`src/rtl/mips_multicycle_control_if.sv`:
```
// Control-to-datapath bundle for the multi-cycle MIPS sequencer.
interface mips_multicycle_control_if;
   logic        run;
   logic [5:0]  op;
   logic        zero;
   logic        mem_ready;
   logic        pc_write;
   logic        pc_write_cond;
   logic        i_or_d;
   logic        mem_read;
   logic        mem_write;
   logic        ir_write;
   logic        mem_to_reg;
   logic        reg_dst;
   logic        reg_write;
   logic        alu_src_a;
   logic [1:0]  alu_src_b;
   logic [1:0]  alu_op;
   logic [1:0]  pc_source;
   logic [3:0]  state;
   logic        instr_done;
   logic [31:0] retired;
   logic        fault;

   // Sequencer side
   modport master (
      input  run, op, zero, mem_ready,
      output pc_write, pc_write_cond, i_or_d, mem_read, mem_write, ir_write,
             mem_to_reg, reg_dst, reg_write, alu_src_a, alu_src_b, alu_op,
             pc_source, state, instr_done, retired, fault
   );

   // Datapath / memory side
   modport slave (
      output run, op, zero, mem_ready,
      input  pc_write, pc_write_cond, i_or_d, mem_read, mem_write, ir_write,
             mem_to_reg, reg_dst, reg_write, alu_src_a, alu_src_b, alu_op,
             pc_source, state, instr_done, retired, fault
   );
endinterface

```
`src/rtl/mips_multicycle_control.sv`:
```
// Multi-cycle MIPS control sequencer with memory-ready handshake and stall watchdog.
module mips_multicycle_control #(
   parameter int unsigned STALL_LIMIT = 15
) (
   input logic                        clk,
   input logic                        rst_n,
   mips_multicycle_control_if.master  bus
);
   localparam int unsigned CNT_W = 8;
   localparam int unsigned RET_W = 32;

   localparam logic [5:0] OP_RTYPE = 6'b000000;
   localparam logic [5:0] OP_LW    = 6'b100011;
   localparam logic [5:0] OP_SW    = 6'b101011;
   localparam logic [5:0] OP_BEQ   = 6'b000100;

   typedef enum logic [3:0] {
      S_IDLE   = 4'd0,
      S_FETCH  = 4'd1,
      S_DECODE = 4'd2,
      S_MEMADR = 4'd3,
      S_MEMRD  = 4'd4,
      S_MEMWB  = 4'd5,
      S_MEMWR  = 4'd6,
      S_EXEC   = 4'd7,
      S_RWB    = 4'd8,
      S_BRANCH = 4'd9,
      S_FAULT  = 4'd10
   } state_t;

   state_t             state_q, state_d;
   logic [CNT_W-1:0]   stall_q;
   logic [RET_W-1:0]   retired_q;
   logic               mem_state_c, stall_hit_c, complete_c;

   logic pc_write_cond_q, i_or_d_q, mem_read_q, mem_write_q, mem_to_reg_q;
   logic reg_dst_q, reg_write_q, alu_src_a_q, done_q, fault_q;
   logic [1:0] alu_src_b_q, alu_op_q, pc_source_q;

   logic pc_write_cond_d, i_or_d_d, mem_read_d, mem_write_d, mem_to_reg_d;
   logic reg_dst_d, reg_write_d, alu_src_a_d, done_d, fault_d;
   logic [1:0] alu_src_b_d, alu_op_d, pc_source_d;

   // Next-state: instruction sequencing, completion and watchdog trap
   always_comb begin
      state_d     = state_q;
      mem_state_c = (state_q == S_FETCH) || (state_q == S_MEMRD) || (state_q == S_MEMWR);
      stall_hit_c = mem_state_c && !bus.mem_ready && (stall_q == CNT_W'(STALL_LIMIT));
      complete_c  = (state_q == S_MEMWB) || (state_q == S_RWB) || (state_q == S_BRANCH) ||
                    ((state_q == S_MEMWR) && bus.mem_ready);
      unique case (state_q)
         S_IDLE:   if (bus.run) state_d = S_FETCH;
         S_FETCH:  if (bus.mem_ready) state_d = S_DECODE;
         S_DECODE: begin
            case (bus.op)
               OP_LW, OP_SW: state_d = S_MEMADR;
               OP_RTYPE:     state_d = S_EXEC;
               OP_BEQ:       state_d = S_BRANCH;
               default:      state_d = S_FAULT;
            endcase
         end
         S_MEMADR: state_d = (bus.op == OP_LW) ? S_MEMRD : S_MEMWR;
         S_MEMRD:  if (bus.mem_ready) state_d = S_MEMWB;
         S_EXEC:   state_d = S_RWB;
         S_MEMWR, S_MEMWB, S_RWB, S_BRANCH, S_FAULT: state_d = state_q;
         default:  state_d = S_FAULT;
      endcase
      if (complete_c) state_d = bus.run ? S_FETCH : S_IDLE;
      if (stall_hit_c) state_d = S_FAULT;
   end

   // Moore output decode of the state being entered, so outputs can be registered
   always_comb begin
      pc_write_cond_d = 1'b0;
      i_or_d_d        = 1'b0;
      mem_read_d      = 1'b0;
      mem_write_d     = 1'b0;
      mem_to_reg_d    = 1'b0;
      reg_dst_d       = 1'b0;
      reg_write_d     = 1'b0;
      alu_src_a_d     = 1'b0;
      done_d          = 1'b0;
      fault_d         = 1'b0;
      alu_src_b_d     = 2'b00;
      alu_op_d        = 2'b00;
      pc_source_d     = 2'b00;
      case (state_d)
         S_FETCH:  begin mem_read_d = 1'b1; alu_src_b_d = 2'b01; end
         S_DECODE: alu_src_b_d = 2'b11;
         S_MEMADR: begin alu_src_a_d = 1'b1; alu_src_b_d = 2'b10; end
         S_MEMRD:  begin mem_read_d = 1'b1; i_or_d_d = 1'b1; end
         S_MEMWB:  begin reg_write_d = 1'b1; mem_to_reg_d = 1'b1; done_d = 1'b1; end
         S_MEMWR:  begin mem_write_d = 1'b1; i_or_d_d = 1'b1; end
         S_EXEC:   begin alu_src_a_d = 1'b1; alu_op_d = 2'b10; end
         S_RWB:    begin reg_write_d = 1'b1; reg_dst_d = 1'b1; done_d = 1'b1; end
         S_BRANCH: begin
            alu_src_a_d     = 1'b1;
            alu_op_d        = 2'b01;
            pc_write_cond_d = 1'b1;
            pc_source_d     = 2'b01;
            done_d          = 1'b1;
         end
         S_FAULT:  fault_d = 1'b1;
         default:  ;
      endcase
   end

   // State, watchdog, retired counter and registered outputs
   always_ff @(posedge clk or negedge rst_n) begin
      if (!rst_n) begin
         state_q         <= S_IDLE;
         stall_q         <= '0;
         retired_q       <= '0;
         pc_write_cond_q <= 1'b0;
         i_or_d_q        <= 1'b0;
         mem_read_q      <= 1'b0;
         mem_write_q     <= 1'b0;
         mem_to_reg_q    <= 1'b0;
         reg_dst_q       <= 1'b0;
         reg_write_q     <= 1'b0;
         alu_src_a_q     <= 1'b0;
         done_q          <= 1'b0;
         fault_q         <= 1'b0;
         alu_src_b_q     <= 2'b00;
         alu_op_q        <= 2'b00;
         pc_source_q     <= 2'b00;
      end else begin
         state_q <= state_d;
         if (state_d != state_q)
            stall_q <= '0;
         else if (mem_state_c && !bus.mem_ready)
            stall_q <= stall_q + CNT_W'(1);
         if (complete_c) retired_q <= retired_q + RET_W'(1);
         pc_write_cond_q <= pc_write_cond_d;
         i_or_d_q        <= i_or_d_d;
         mem_read_q      <= mem_read_d;
         mem_write_q     <= mem_write_d;
         mem_to_reg_q    <= mem_to_reg_d;
         reg_dst_q       <= reg_dst_d;
         reg_write_q     <= reg_write_d;
         alu_src_a_q     <= alu_src_a_d;
         done_q          <= done_d;
         fault_q         <= fault_d;
         alu_src_b_q     <= alu_src_b_d;
         alu_op_q        <= alu_op_d;
         pc_source_q     <= pc_source_d;
      end
   end

   // Fetch handshake strobes and store completion follow mem_ready in the same cycle
   assign bus.pc_write      = (state_q == S_FETCH) && bus.mem_ready;
   assign bus.ir_write      = (state_q == S_FETCH) && bus.mem_ready;
   assign bus.instr_done    = done_q || ((state_q == S_MEMWR) && bus.mem_ready);
   assign bus.pc_write_cond = pc_write_cond_q;
   assign bus.i_or_d        = i_or_d_q;
   assign bus.mem_read      = mem_read_q;
   assign bus.mem_write     = mem_write_q;
   assign bus.mem_to_reg    = mem_to_reg_q;
   assign bus.reg_dst       = reg_dst_q;
   assign bus.reg_write     = reg_write_q;
   assign bus.alu_src_a     = alu_src_a_q;
   assign bus.alu_src_b     = alu_src_b_q;
   assign bus.alu_op        = alu_op_q;
   assign bus.pc_source     = pc_source_q;
   assign bus.state         = state_q;
   assign bus.retired       = retired_q;
   assign bus.fault         = fault_q;
endmodule

```
`src/flat_wrapper.sv`:
```
// flat-port wrapper written by rule: the top's interface ports become plain ports
module mips_multicycle_control_flat 
#(
   parameter int unsigned STALL_LIMIT = 15
)
  (clk, rst_n, bus_run, bus_op, bus_zero, bus_mem_ready, bus_pc_write, bus_pc_write_cond, bus_i_or_d, bus_mem_read, bus_mem_write, bus_ir_write, bus_mem_to_reg, bus_reg_dst, bus_reg_write, bus_alu_src_a, bus_alu_src_b, bus_alu_op, bus_pc_source, bus_state, bus_instr_done, bus_retired, bus_fault);
  mips_multicycle_control_if bus_i ();
  input logic clk;
  input logic rst_n;
  input wire logic [$bits(bus_i.run)-1:0] bus_run;
  input wire logic [$bits(bus_i.op)-1:0] bus_op;
  input wire logic [$bits(bus_i.zero)-1:0] bus_zero;
  input wire logic [$bits(bus_i.mem_ready)-1:0] bus_mem_ready;
  output wire logic [$bits(bus_i.pc_write)-1:0] bus_pc_write;
  output wire logic [$bits(bus_i.pc_write_cond)-1:0] bus_pc_write_cond;
  output wire logic [$bits(bus_i.i_or_d)-1:0] bus_i_or_d;
  output wire logic [$bits(bus_i.mem_read)-1:0] bus_mem_read;
  output wire logic [$bits(bus_i.mem_write)-1:0] bus_mem_write;
  output wire logic [$bits(bus_i.ir_write)-1:0] bus_ir_write;
  output wire logic [$bits(bus_i.mem_to_reg)-1:0] bus_mem_to_reg;
  output wire logic [$bits(bus_i.reg_dst)-1:0] bus_reg_dst;
  output wire logic [$bits(bus_i.reg_write)-1:0] bus_reg_write;
  output wire logic [$bits(bus_i.alu_src_a)-1:0] bus_alu_src_a;
  output wire logic [$bits(bus_i.alu_src_b)-1:0] bus_alu_src_b;
  output wire logic [$bits(bus_i.alu_op)-1:0] bus_alu_op;
  output wire logic [$bits(bus_i.pc_source)-1:0] bus_pc_source;
  output wire logic [$bits(bus_i.state)-1:0] bus_state;
  output wire logic [$bits(bus_i.instr_done)-1:0] bus_instr_done;
  output wire logic [$bits(bus_i.retired)-1:0] bus_retired;
  output wire logic [$bits(bus_i.fault)-1:0] bus_fault;
  assign bus_i.run = bus_run;
  assign bus_i.op = bus_op;
  assign bus_i.zero = bus_zero;
  assign bus_i.mem_ready = bus_mem_ready;
  assign bus_pc_write = bus_i.pc_write;
  assign bus_pc_write_cond = bus_i.pc_write_cond;
  assign bus_i_or_d = bus_i.i_or_d;
  assign bus_mem_read = bus_i.mem_read;
  assign bus_mem_write = bus_i.mem_write;
  assign bus_ir_write = bus_i.ir_write;
  assign bus_mem_to_reg = bus_i.mem_to_reg;
  assign bus_reg_dst = bus_i.reg_dst;
  assign bus_reg_write = bus_i.reg_write;
  assign bus_alu_src_a = bus_i.alu_src_a;
  assign bus_alu_src_b = bus_i.alu_src_b;
  assign bus_alu_op = bus_i.alu_op;
  assign bus_pc_source = bus_i.pc_source;
  assign bus_state = bus_i.state;
  assign bus_instr_done = bus_i.instr_done;
  assign bus_retired = bus_i.retired;
  assign bus_fault = bus_i.fault;
  mips_multicycle_control #(.STALL_LIMIT(STALL_LIMIT)) u_core (.clk(clk), .rst_n(rst_n), .bus(bus_i));
endmodule
```
`config.mk`:
```
export PLATFORM = sky130hd
export DESIGN_NAME = mips_multicycle_control_flat
export DESIGN_NICKNAME = d
export VERILOG_FILES = /design/src/rtl/mips_multicycle_control_if.sv /design/src/rtl/mips_multicycle_control.sv /design/src/flat_wrapper.sv
export SDC_FILE = /design/constraint.sdc
export NUM_CORES = 1
export LEC_CHECK = 0
export BUFFER_PORTS_ARGS = -buffer_cell sky130_fd_sc_hd__buf_2
export CAP_MARGIN = 20
export CORE_UTILIZATION = 50
export DETAILED_ROUTE_END_ITERATION = 8
export GPL_ROUTABILITY_DRIVEN = 0
export PLACE_DENSITY = 0.83
export SLEW_MARGIN = 20
export SYNTH_ARGS = -nofsm -noshare
export SYNTH_HDL_FRONTEND = slang
export SYNTH_SLANG_ARGS = --single-unit
```
`constraint.sdc`:
```
create_clock -name clk -period 2.6 [get_ports clk]
set_clock_uncertainty 0.1 [all_clocks]
set_input_delay 0.39 -clock clk [delete_from_list [all_inputs] [get_ports clk]]
set_output_delay 0.39 -clock clk [all_outputs]
set_load 0.01 [all_outputs]
```
==> impl_metrics.yaml <==
yosys:
  synth_top_area_cell: "dfrtp_1"
  yosysSeqAreaShare: 0.4974
  ys_top_cells_by_count: "dfrtp_1, xnor2_1, nand3_1"
  synth_most_common_cell: "dfrtp_1"
  synth_warnings: 0
  yosys.area.top_type_share: 0.4974
  async_reset_ff_frac: 1.000
  synth_ff_type: "dfrtp_1"
  synth_area_um2: 2918
  synth_fp_nets: 289
  synth.top_cells.by_area: "dfrtp_1, xnor2_1, xor2_1"
  synth-seq-cells: 58
  avgSynthCellArea_um2: 10.57
  synth_cells: 276
  synth_edf_count: 0
  netlist-cell-type-count: 57
critical_path:
  worstPathCellList: "buf_4, nor2b_2, and4_1, or2_2, buf_2"
  required_ps: 2110
  cp-end-kind: "output pin"
  worstPathArrival_ps: 1930
  criticalPathCategory: "flip-flop to output pin"
  path_buf_inv: 2
  start_kind: "flip-flop"
  r2r-start: "u_core.bus.state[1]$_DFF_PN0_"
  cp_max_fo: 11
  max_stage_delay_ps: 500
  rrSetupSlack_ps: 230
  cp_top_family: "simple AND/OR/NAND/NOR gates"
  timing.rr.end: "u_core.stall_q[5]$_DFFE_PN0P_"
  reg2reg_depth: 5
  critPathSlowestCell: "dfrtp_1"
layout:
  antenna-diode-count: 0
  drive_gt1_frac: 0.2894
  ff_latch_area_um2: 1451
  syn_to_final_growth_pct: 20.28
  final_nets: 357
  fillers: 451
  largest_reg_flops: 32
  multiInputGateArea_um2: 1368
  final_area_um2: 3510
routing:
  wl_per_cell_um: 15.78
  drt-met1-wl_mm: 2.826
  detail_route.first_pass.iterations: 4
  post-route-drc-count: 0
  drtIter0Drc: 137
  wl_met3_um: 348
  antenna_left: 0
  highest_layer: "met4"
  wl_mm: 6.645
  vias: 2445
  wl_met2_mm: 3.307
  viasPerCell: 5.808
min_path:
  min_to: "u_core.bus.alu_src_a$_DFF_PN0_"
  worstHoldPathCells: 2
  hp-class: "input pin to flip-flop"
  hp-start: "bus_op[4]"
sta:
  fin_crit_sh: 0.9312
  whs_ps: 175.8
  setup_slack_ps: 178.9
  finalHoldViolCount: 0
  relSlewSlack: 0.5844
  worstMarginPinSlew_ps: 623.4
  min_period_ps: 2421
  tns_ps: 0
  rsz0062_at_grt: "no"
  max_clock_freq_mhz: 413.0
  slew_viol_final: 0
  setup_viol: 0
place:
  dp_hpwl_mm: 4.701
  portBuffers: 62
  dp_slack_ps: 255.9
  place_area_um2: 3302
cts:
  cts_setup_buffers: 0
  ctsHoldBuffers: 1
  cts_tree: "done"
  numCtsBuffers: 9
  htreeDepth: 3
  cts.path.max_buffers: 2
  clock-sinks: 58
  insertion_delay_ps: 340
  cts_resized: 0
  clock-root-buffer: "clkbuf_8"
  clkTransAtPathRegs_ps: 70
grt:
  grt_usage: 0.2326
  grt_pass1_vias: 2386
  grt-ovfl-total: 0
  antenna_found_initial: 0
  grt_pass1_wl_mm: 10.93
  grt_max_degree: 29
die:
  die_y_um: 78.39
  die-area_um2: 6145
  rows: 27
  num_io_pins: 65
  core_area_um2: 5574
  die_x_um: 78.39
  start_util: 0.5235
pwr:
  leakagePower_nw: 1.749
  peakVddDrop_v: 0.0002990
  power_per_cell_area_nw_per_um2: 509.3
job:
  cap_violations: 0
status:
  outcome: "finished, final reports clean"
per-stage QoR:
stage	utilization	cells	power (mW)
floorplan	-	276	0.9348
global placement	0.5924	404	0.9663
detailed placement	0.5924	404	0.9678
CTS	0.6296	421	1.809
global route	0.6296	421	1.848
finish	0.6296	421	1.787
placed cells by master (no fill, tap or decap), types with 2 or more instances in the layout:
master     synthesis  layout
a211o_1            3       3
a211oi_1           9       9
a211oi_2           2       2
a21oi_1            8       8
and2_1             2       2
and3_1             6       6
and4_1             2       2
buf_2              2      62
buf_4              3       8
clkbuf_1           5       3
clkbuf_8           0      11
dfrtp_1           58      58
ha_1               2       2
inv_1              6       6
nand2_1           18      18
nand2b_1           3       3
nand3_1           19      19
nand4_1           14      14
nor2_1            13      13
nor3_1             6       6
nor4_1             3       3
o2111ai_2          2       2
o211a_1            2       2
o211ai_1           6       6
o21ai_0            5       5
o31ai_1            2       2
or2_2              5       5
or3_1              3       3
xnor2_1           27      27
xor2_1            11      11
power breakdown:
| group | switching (mW) | internal, mW |
|---|---|---|
| registers | 0.00163 | 0.904 |
| logic | 0.0325 | 0.0135 |
| clock network | 0.341 | 0.495 |
cells by family after synthesis:
| logic type | share of synthesized area |
|---|---|
| compound gates | 0.1372 |
| flops | 0.4974 |
| mux | 0.007290 |
| other cells | 0.001285 |
| buf+inv | 0.03387 |
| fa+ha+maj | 0.008575 |
| xor+xnor | 0.1141 |
| simple gates | 0.2003 |
area by class of cell:
| cell class | count | area share |
|---|---|---|
| sequential | 58 | 0.4135 |
| multi-input combinational | 198 | 0.3897 |
| timing repair buffer | 71 | 0.1084 |
| clock buffer | 14 | 0.04635 |
| tap | 72 | 0.02567 |
| clock inverter | 2 | 0.009982 |
| inverter | 6 | 0.006417 |
layer usage:
layer,track usage,up-vias
li1,-,1143
met1,0.2829,1192
met2,0.3807,95
met3,0.04767,15
met4,0.1389,0
met5,0,-
worst max-delay path by stage:
| stage | slack [ps] | start | cells after the start | end |
|---|---|---|---|---|
| 2_1_floorplan | 490 | u_core.bus.state[1]$_DFF_PN0_ | 6 | u_core.stall_q[0]$_DFFE_PN0P_ |
| 3_3_place_gp | 300 | bus_op[0] | 6 | u_core.stall_q[1]$_DFFE_PN0P_ |
| 3_5_place_dp | 260 | bus_op[0] | 6 | u_core.stall_q[5]$_DFFE_PN0P_ |
| 4_1_cts | 170 | u_core.bus.state[3]$_DFF_PN0_ | 5 | bus_instr_done |
| 5_1_grt | 30 | u_core.bus.state[3]$_DFF_PN0_ | 5 | bus_instr_done |
| 6_report | 180 | u_core.bus.state[3]$_DFF_PN0_ | 5 | bus_instr_done |
Note: power is estimated with default switching activity, not from simulation.
